## config.mk

```make
export PLATFORM = sky130hd
export DESIGN_NAME = aes_dec_round_ctrl
export DESIGN_NICKNAME = d
export VERILOG_FILES = /design/src/rtl/aes_dec_round_ctrl.sv
export SDC_FILE = /design/constraint.sdc
export NUM_CORES = 1
export LEC_CHECK = 0
export CAP_MARGIN = 30
export CORE_MARGIN = 10
export CORE_UTILIZATION = 30
export DETAILED_ROUTE_END_ITERATION = 10
export PLACE_DENSITY = 0.59
export SLEW_MARGIN = 20
export SYNTH_ARGS = -nofsm -noshare
export SYNTH_HDL_FRONTEND = slang
export SYNTH_SLANG_ARGS = --single-unit
```

## constraint.sdc

```tcl
create_clock -name clk -period 1.4 [get_ports clk]
set_clock_uncertainty 0.1 [all_clocks]
set_input_delay 0.28 -clock clk [delete_from_list [all_inputs] [get_ports clk]]
set_output_delay 0.28 -clock clk [all_outputs]
set_load 0.01 [all_outputs]
```

## src/rtl/aes_dec_round_ctrl.sv

```systemverilog
// Round sequencer for the AES inverse cipher: LOAD, NUM_ROUNDS-1 InvMixColumns rounds, FINAL, DONE.
// Optional macro AES_DEC_KEY_WAIT_EN stalls every step until key_valid is high.
module aes_dec_round_ctrl #(
   parameter int unsigned NUM_ROUNDS = 10
) (
   input  logic       clk,
   input  logic       n_rst,
   input  logic       start,
   input  logic       key_valid,
   input  logic       out_ack,
   output logic [4:0] round_idx,
   output logic       sel_load,
   output logic       sel_inv_mix,
   output logic       state_en,
   output logic       busy,
   output logic       done
);

   typedef enum logic [2:0] {
      S_IDLE,
      S_LOAD,
      S_ROUND,
      S_FINAL,
      S_DONE
   } state_t;

   localparam logic [4:0] IDX_FIRST = 5'(NUM_ROUNDS);

   state_t     state_q, state_d;
   logic [4:0] round_idx_q, round_idx_d;
   logic       step;

`ifdef AES_DEC_KEY_WAIT_EN
   assign step = key_valid;
`else
   logic unused_key_valid;
   assign unused_key_valid = key_valid;
   assign step = 1'b1;
`endif

   always_ff @(posedge clk or negedge n_rst) begin
      if (!n_rst) begin
         state_q     <= S_IDLE;
         round_idx_q <= '0;
      end else begin
         state_q     <= state_d;
         round_idx_q <= round_idx_d;
      end
   end

   always_comb begin
      state_d     = state_q;
      round_idx_d = round_idx_q;
      case (state_q)
         S_IDLE: begin
            if (start) begin
               state_d     = S_LOAD;
               round_idx_d = IDX_FIRST;
            end
         end
         S_LOAD: begin
            if (step) begin
               state_d     = S_ROUND;
               round_idx_d = IDX_FIRST - 5'd1;
            end
         end
         S_ROUND: begin
            // The <= 1 compare also keeps the index from ever wrapping below zero.
            if (step) begin
               if (round_idx_q <= 5'd1) begin
                  state_d     = S_FINAL;
                  round_idx_d = '0;
               end else begin
                  round_idx_d = round_idx_q - 5'd1;
               end
            end
         end
         S_FINAL: begin
            if (step) begin
               state_d     = S_DONE;
               round_idx_d = '0;
            end
         end
         S_DONE: begin
            if (out_ack) begin
               if (start) begin
                  state_d     = S_LOAD;
                  round_idx_d = IDX_FIRST;
               end else begin
                  state_d     = S_IDLE;
                  round_idx_d = '0;
               end
            end
         end
         default: begin
            state_d     = S_IDLE;
            round_idx_d = '0;
         end
      endcase
   end

   always_comb begin
      round_idx   = round_idx_q;
      sel_load    = 1'b0;
      sel_inv_mix = 1'b0;
      state_en    = 1'b0;
      busy        = (state_q != S_IDLE);
      done        = 1'b0;
      case (state_q)
         S_LOAD: begin
            sel_load = 1'b1;
            state_en = step;
         end
         S_ROUND: begin
            sel_inv_mix = 1'b1;
            state_en    = step;
         end
         S_FINAL: begin
            state_en = step;
         end
         S_DONE: begin
            done = 1'b1;
         end
         default: begin
            round_idx = '0;
         end
      endcase
   end

endmodule

```

## Word-level counts from Yosys, hierarchy flattened

Index checks and enable logic that the tools add are counted.

- Bits in read-only memories: 0
- Memory bits (writable): 0
- Input port bits: 5
- Word-level logic and storage cells: 32
- Bits in latches: 0
- Output and inout port bits: 10
- Memories kept: 0
- Register bits after elaboration: 8

- Shifts and indexed selects: 0
- Equality and inequality tests: 7
- Multiply operators: 0
- Bitwise operators: 0
- Add/subtract/negate cells: 1
- Reductions and logical operators: 6
- $lt $le $gt $ge: 1
- Div/mod/pow operators: 0
- Muxes and demuxes: 15

Operators by type and width:

| cell | number |
|---|---|
| $mux 5 | 4 |
| $pmux 5 s4 | 1 |
| $pmux 3 s5 | 1 |
| $mux 3 | 3 |
| $eq 3x2->1 const B | 2 |
| $ne 2x2->1 const B | 3 |
| $le 5x1->1 const B | 1 |
| $mux 1 | 5 |
| $sub 5x1->5 const B | 1 |
| $mux 4 | 1 |
| $reduce_or 4->1 | 1 |
| $eq 3x1->1 const B | 1 |
| $eq 3x3->1 const B | 1 |
| $logic_not 3->1 | 1 |
| $reduce_and 3->1 | 1 |
| $reduce_bool 3->1 | 1 |
| $reduce_or 3->1 | 1 |
| $reduce_and 2->1 | 1 |

## Logic depth before layout (Yosys ltp)

Gate-level depths: netlist of run 1.

- Word-level depth: 3
- Gate-level depth with buffers: 5
- Gate-level depth less buffers: 5

## Worst setup path before layout of run 1

Ideal clock, no wire load.

- Kind: register -> output
- Start: register state_q[0]
- End: output port round_idx[0]
- Path slack: -70 ps
- Path buffers: 1
- Data arrival time: 1090 ps
- Cell stages (with the launch flop): 5
- Cell sequence: dfrtp_1 > buf_2 > nor2_2 > xnor2_1 > and2_1

- Cells in the longest elaborated chain, start to end: 3
- Elaborated cells between the ends (all ways): 6
- Those cells by class: eq/ne: 4; mux: 1; reduce/logical: 1

RTL lines:

| element | line | source |
|---|---|---|
| start, declared | 29 | `state_t state_q, state_d;` |
| start signal, assigned | 46 | `state_q <= state_d;` |
| $eq 3x3->1 (tied with other cells) | 109 | `case (state_q)` |
| $reduce_or 4->1 (no source line) (*) | -- |  |
| $mux 5 (*) | 109 |  |
| end, declared | 11 | `output logic [4:0] round_idx,` |

Mark *: on every way between the ends. The rest lies on a longest branch, timed or not.

## Worst setup path in the final report of run 1

- Start: register state_q[1]
- End: output port round_idx[0]

Same word-level chain as after synthesis.

==> impl_metrics.py, run 1 <==
metrics = {
    "logic_synthesis": {
        "synth_cell_types": 32,
        "syn-cell-area_um2": 572,
        "syn_inst": 59,
        "synth_edf_count": 0,
        "synth.largest_area_cell": "dfrtp_1",
        "synth_flop_cell": "dfrtp_1",
        "synthTopCellsByArea": "dfrtp_1, and2_1, o2bb2ai_1, ha_1, nand2b_1",
        "syn_nets": 66,
        "synth_seq_area_share_pct": 35.0,
        "yosys_register_bits": 8,
        "synth_top_area_share_pct": 35.0,
        "async_flop_share_pct": 100,
        "synth_warnings": 0,
        "syn_avg_cell_area_um2": 9.69,
    },
    "power": {
        "clkPwrFrac_pct": 5.7,
        "power.leakage_uw": 0.000475,
        "p_comb_share_pct": 79.7,
        "p_sw_uw": 1220,
        "p_int_uw": 1770,
        "switching_share_pct": 40.8,
        "pwr_density_cell_mw_per_mm2": 2710,
        "peakVddDrop_uv": 1290,
        "power_frac_seq_pct": 14.6,
    },
    "final_layout": {
        "filler_cell_count": 155,
        "fin_nets": 102,
        "final_cell_mix": "buf_6, buf_4, dfrtp_1, and2_4",
        "multi_input_area_um2": 519,
        "regArea_um2": 200,
        "drive_above_1_share_pct": 71.0,
        "layout_commonest_cell": "buf_6",
        "final_util_pct": 62.7,
        "antenna_cells": 0,
        "stdcell_count": 118,
        "syn_to_final_growth_pct": 93.4,
        "final_area_mm2": 0.00111,
    },
    "floorplanning": {
        "dieWidth_um": 63.7,
        "die-area_mm2": 0.00405,
        "die_h_um": 63.7,
        "rows": 15,
        "start_util_pct": 32.4,
        "io-pin-count": 15,
        "coreArea_mm2": 0.00176,
    },
    "placed_design": {
        "pre_cts_slack_ns": -0.422,
        "gp_congestion": 0.711,
        "dpl.hpwl_um": 1160,
        "post_dp_cell_area_um2": 853,
        "io_buffers": 13,
        "dp.cells": 109,
    },
    "routing": {
        "drc": 0,
        "dr.pass1.iters": 4,
        "drt-vias-per-instance": 4.80,
        "drt-initial-drc-count": 8,
        "num_vias": 566,
        "wl_um": 1790,
        "ant_nets": 0,
        "wl_per_cell_um": 15.2,
    },
    "setup_path": {
        "slowest_stage": "dfrtp_1",
        "crit_path_cell_trace": "buf_6, nor2_4, xnor2_4, and2_4, buf_6",
        "cp_top_family": "flip-flops",
        "ff2ff_path_depth": 3,
        "path_common_cell": "buf_6",
        "cp.depth": 5,
        "cp_max_fo": 5,
        "start_kind": "register",
        "cp.arrival_ns": 1.37,
        "reg2reg_from": "round_idx_q[2]",
        "end_kind": "output pin",
        "crit_buf_inv": 2,
        "worst_path_largest_cell_delay_ns": 0.41,
        "crit_type": "reg -> out",
        "required_ns": 1.02,
        "crit_start": "state_q[1]",
    },
    "timing": {
        "tightest_slew_ns": 0.374,
        "setup_viol": 11,
        "layout_setup_ws_ns": -0.349,
        "finalHoldViolations": 0,
        "layout_min_cycle_time_ns": 1.75,
        "rsz0062_at_grt": "yes",
        "slew_violations": 0,
        "slew_headroom_pct": 75.0,
        "min_period_over_period_pct": 125,
        "timing.fmax_mhz": 572,
    },
    "clocking": {
        "clk_transition_reported_paths_ns": 0.05,
        "clock_sink_count": 8,
        "cts_tree": "yes",
        "ctsHtreeMaxLevel": 1,
        "hold_buffers": 0,
        "clock_path_buffers": 2,
        "cts_buffers": 3,
        "clk_latency_ns": 0.25,
        "cts-root-buf": "clkbuf_4",
    },
    "flow_run": {
        "cap_violations": 0,
    },
    "global_routing": {
        "grt_pass1_wl_um": 2680,
        "antenna_found_initial": 0,
        "grt_pass1_vias": 609,
        "grt_max_degree": 9,
        "overflow": 0,
        "grt_use_total_pct": 8.18,
    },
    "worst_hold_path": {
        "min_path_type": "in -> async",
    },
    "outcome": {
        "status": "complete, but fails checks",
        "violations": "negative setup slack",
    },
}
power by group through the flow:
| stage | combinational (uW) | clock, uW | sequential, uW |
|---|---|---|---|
| floorplan | 957 | 0 | 407 |
| global placement | 1630 | 0 | 446 |
| detailed placement | 1650 | 0 | 442 |
| CTS | 1960 | 178 | 426 |
| global route | 2560 | 198 | 451 |
| finish | 2390 | 172 | 436 |
stage by stage:
| stage | setup TNS [ns] | total power (uW) | hold WS, ns |
|---|---|---|---|
| after floorplan | 0 | 1360 | -0.116 |
| after global placement | -4.34 | 2070 | 0.492 |
| after detailed placement | -4.49 | 2090 | 0.484 |
| after CTS | -3.36 | 2560 | 0.230 |
| after global routing | -3.85 | 3210 | 0.224 |
| final | -2.92 | 3000 | 0.215 |
cells by family (layout without fill, tap and decap cells):
family | Yosys count | count (layout) | synth area share, %
buffers and inverters | 6 | 40 | 5.25
DFF | 8 | 8 | 35.0
xor gates and xnor gates | 2 | 2 | 3.06
adders and majority gates | 2 | 2 | 4.38
muxes | 1 | 1 | 1.75
and+or+nand+nor | 24 | 24 | 27.4
AOI/OAI and AO/OA | 16 | 16 | 23.2
layout make-up:
type	instances	area share, %
clock buffer	3	2.04
inverter	3	1.24
multi-input combinational	45	46.9
sequential	8	18.1
tap	25	2.83
timing repair buffer	34	28.8
final timing paths:
| path | end | slack (ns) |
|---|---|---|
| max | round_idx[0] | -0.35 |
| min | round_idx_q[3] | 0.22 |
| max reg2reg | round_idx_q[3] | -0.02 |
| min reg2reg | round_idx_q[4] | 0.51 |
| max in group asynchronous | state_q[2] | 0.72 |
| min in group clk | round_idx_q[4] | 0.51 |
synthesized netlist by cell type, types with 2 or more instances:
| library cell | instances |
|---|---|
| a21oi_1 | 2 |
| a31oi_1 | 2 |
| and2_1 | 6 |
| buf_2 | 2 |
| dfrtp_1 | 8 |
| ha_1 | 2 |
| inv_1 | 2 |
| nand2b_1 | 4 |
| nor3_1 | 2 |
| nor3b_1 | 2 |
| o2bb2ai_1 | 3 |
| or2_2 | 2 |
| or3_1 | 2 |
| xnor2_1 | 2 |
per-layer routing:
layer,wire [um],vias to the layer above,global-route usage (%)
li1,-,281,-
met1,813,269,9.58
met2,889,14,13.1
met3,50,2,2.12
met4,36,0,4.64
met5,0,-,0
state kept, by name, summed over array words and instances, names as in the netlist:
signal / cells
state_q: 3
round_idx_q: 5
repair_timing:
item	CTS	global route
gates resized for setup	59	27
endpoints found under the setup margin	16	17
pin swaps	11	13
buffers inserted	5	4
Note: power is estimated with default switching activity, not from simulation.
==> run 2, diff against run 1 <==
--- a/config.mk
+++ b/config.mk
@@ -8,6 +8,7 @@
 export CAP_MARGIN = 30
 export CORE_MARGIN = 10
 export CORE_UTILIZATION = 30
+export CTS_CLUSTER_DIAMETER = 50
 export DETAILED_ROUTE_END_ITERATION = 10
 export PLACE_DENSITY = 0.59
 export SLEW_MARGIN = 20
==> results of run 2 <==
Final layout, timing and power as in run 1 (identical DEF).
==> run 3, diff against run 2 <==
--- a/config.mk
+++ b/config.mk
@@ -11,6 +11,7 @@
 export CTS_CLUSTER_DIAMETER = 50
 export DETAILED_ROUTE_END_ITERATION = 10
 export PLACE_DENSITY = 0.59
+export SETUP_SLACK_MARGIN = 0.3
 export SLEW_MARGIN = 20
 export SYNTH_ARGS = -nofsm -noshare
 export SYNTH_HDL_FRONTEND = slang
==> impl_metrics.py, run 3 (synthesized netlist as in run 1, its figures left out) <==
metrics = {
    "outcome": {
        "status": "complete, but fails checks",
        "violations": "negative setup slack",
    },
    "global_routing": {
        "grt_pass1_wl_um": 2620,
        "grt_pass1_vias": 596,
        "grt_use_total_pct": 7.97,
        "antenna_found_initial": 0,
        "overflow": 0,
        "grt_max_degree": 9,
    },
    "timing": {
        "rsz0062_at_grt": "yes",
        "timing.fmax_mhz": 580,
        "finalHoldViolations": 0,
        "layout_min_cycle_time_ns": 1.72,
        "finalSetupTns_ns": -2.99,
        "tightest_slew_ns": 0.396,
        "slew_headroom_pct": 73.5,
        "setup_viol": 15,
        "slew_violations": 0,
        "min_period_over_period_pct": 123,
        "layout_setup_ws_ns": -0.323,
    },
    "placed_design": {
        "dpl.hpwl_um": 1190,
        "dp.cells": 108,
        "io_buffers": 13,
        "gp_congestion": 0.756,
    },
    "power": {
        "peakVddDrop_uv": 1060,
        "power_frac_seq_pct": 15.2,
        "pwr_density_cell_mw_per_mm2": 2670,
        "power.leakage_uw": 0.000503,
        "clkPwrFrac_pct": 6.1,
        "p_comb_share_pct": 78.7,
        "p_int_uw": 1850,
        "p_sw_uw": 1200,
        "switching_share_pct": 39.4,
        "total_power_uw": 3050,
    },
    "setup_path": {
        "start_kind": "register",
        "cp.arrival_ns": 1.34,
        "required_ns": 1.02,
        "crit_start": "state_q[1]",
        "cp_max_fo": 5,
        "crit_type": "reg -> out",
        "reg2reg_from": "state_q[2]",
        "end_kind": "output pin",
    },
    "clocking": {
        "cts_buffers": 3,
        "ctsHtreeMaxLevel": 1,
        "clock_path_buffers": 2,
        "cts-root-buf": "clkbuf_4",
        "clk_latency_ns": 0.26,
        "cts_tree": "yes",
        "clock_sink_count": 8,
        "clk_transition_reported_paths_ns": 0.06,
    },
    "final_layout": {
        "stdcell_count": 123,
        "final_util_pct": 64.7,
        "largest_reg_flops": 5,
        "final_cell_mix": "buf_6, buf_4, and2_4, dfrtp_1",
        "reg_top3": "round_idx_q x5, state_q x3",
        "layout_commonest_cell": "buf_6",
        "drive_above_1_share_pct": 72.4,
        "top_register": "round_idx_q",
        "antenna_cells": 0,
        "fin_nets": 107,
        "syn_to_final_growth_pct": 99.6,
    },
    "routing": {
        "num_vias": 595,
        "drt-initial-drc-count": 4,
        "wl_per_cell_um": 14.7,
        "ant_nets": 0,
        "dr.pass1.iters": 4,
        "wl_um": 1810,
        "drc": 0,
        "drt-vias-per-instance": 4.84,
    },
    "floorplanning": {
        "die_h_um": 63.7,
        "rows": 15,
        "dieWidth_um": 63.7,
        "start_util_pct": 32.4,
        "coreArea_mm2": 0.00176,
        "io-pin-count": 15,
        "die-area_mm2": 0.00405,
    },
    "flow_run": {
        "cap_violations": 0,
    },
    "worst_hold_path": {
        "min_path_type": "in -> async",
    },
}
==> run 3: cell types whose count changed in the layout (fill, tap and decap cells not counted), sizes merged <==
cell           change
buf                +5
clkdlybuf4s50      -1
inv                -1
clkinv             +1
dlygate4sd2        +1
==> run 3: area by class of cell <==
type	instances	area (um^2)
fillers	150	623
repair buffers	39	365
well taps	25	31.3
multi-input cells	45	502
clock buffers	3	22.5
flip-flops and latches	8	204
inverters	3	16.3
==> run 3: worst max-delay path, stage by stage (launching register included) <==
cell	delay, ns
dfrtp_2	0.44
nor2_4	0.13
buf_6	0.12
xnor2_4	0.13
and2_4	0.18
buf_6	0.09
==> run 3: power by group through the flow <==
stage	clock (uW)	combinational, uW	sequential, uW
floorplan	0	1020	413
global placement	0	1640	450
detailed placement	0	1640	456
CTS	191	1950	450
global route	199	2580	480
finish	186	2400	464
==> run 3: metrics by stage <==
step	cell area (um^2)	setup slack [ns]	hold slack [ns]
floorplan	618	0.0201	-0.116
global placement	857	-0.466	0.413
detailed placement	857	-0.480	0.432
CTS	983	-0.316	0.220
global route	1140	-0.398	0.239
finish	1140	-0.323	0.214
==> run 3: path summary, 6_finish.rpt <==
path | to | slack, ns | depth (start not counted)
setup reg to reg | round_idx_q[4] | -0.12 | 5
hold reg to reg | round_idx_q[4] | 0.45 | 1
max in group asynchronous | state_q[1] | 0.68 | 1
setup / recovery | round_idx[2] | -0.32 | 5
hold / removal | round_idx_q[3] | 0.21 | 1
min in group clk | state_q[0] | 0.45 | 3
==> run 3: timing repair <==
| item | CTS | global route |
|---|---|---|
| setup endpoints to repair | 18 | 18 |
| buffers inserted | 4 | 8 |
| hold buffers | 0 | 0 |
| resized for setup | 58 | 26 |
| pin swaps | 9 | 13 |
==> run 3: layer usage <==
| layer | GRT usage, % | vias to the layer above | share of wire (%) |
|---|---|---|---|
| li1 | - | 296 | - |
| met1 | 8.89 | 280 | 40 |
| met2 | 12.9 | 17 | 53 |
| met3 | 3.36 | 2 | 5.7 |
| met4 | 3.28 | 0 | 1.3 |
| met5 | 0 | - | 0 |
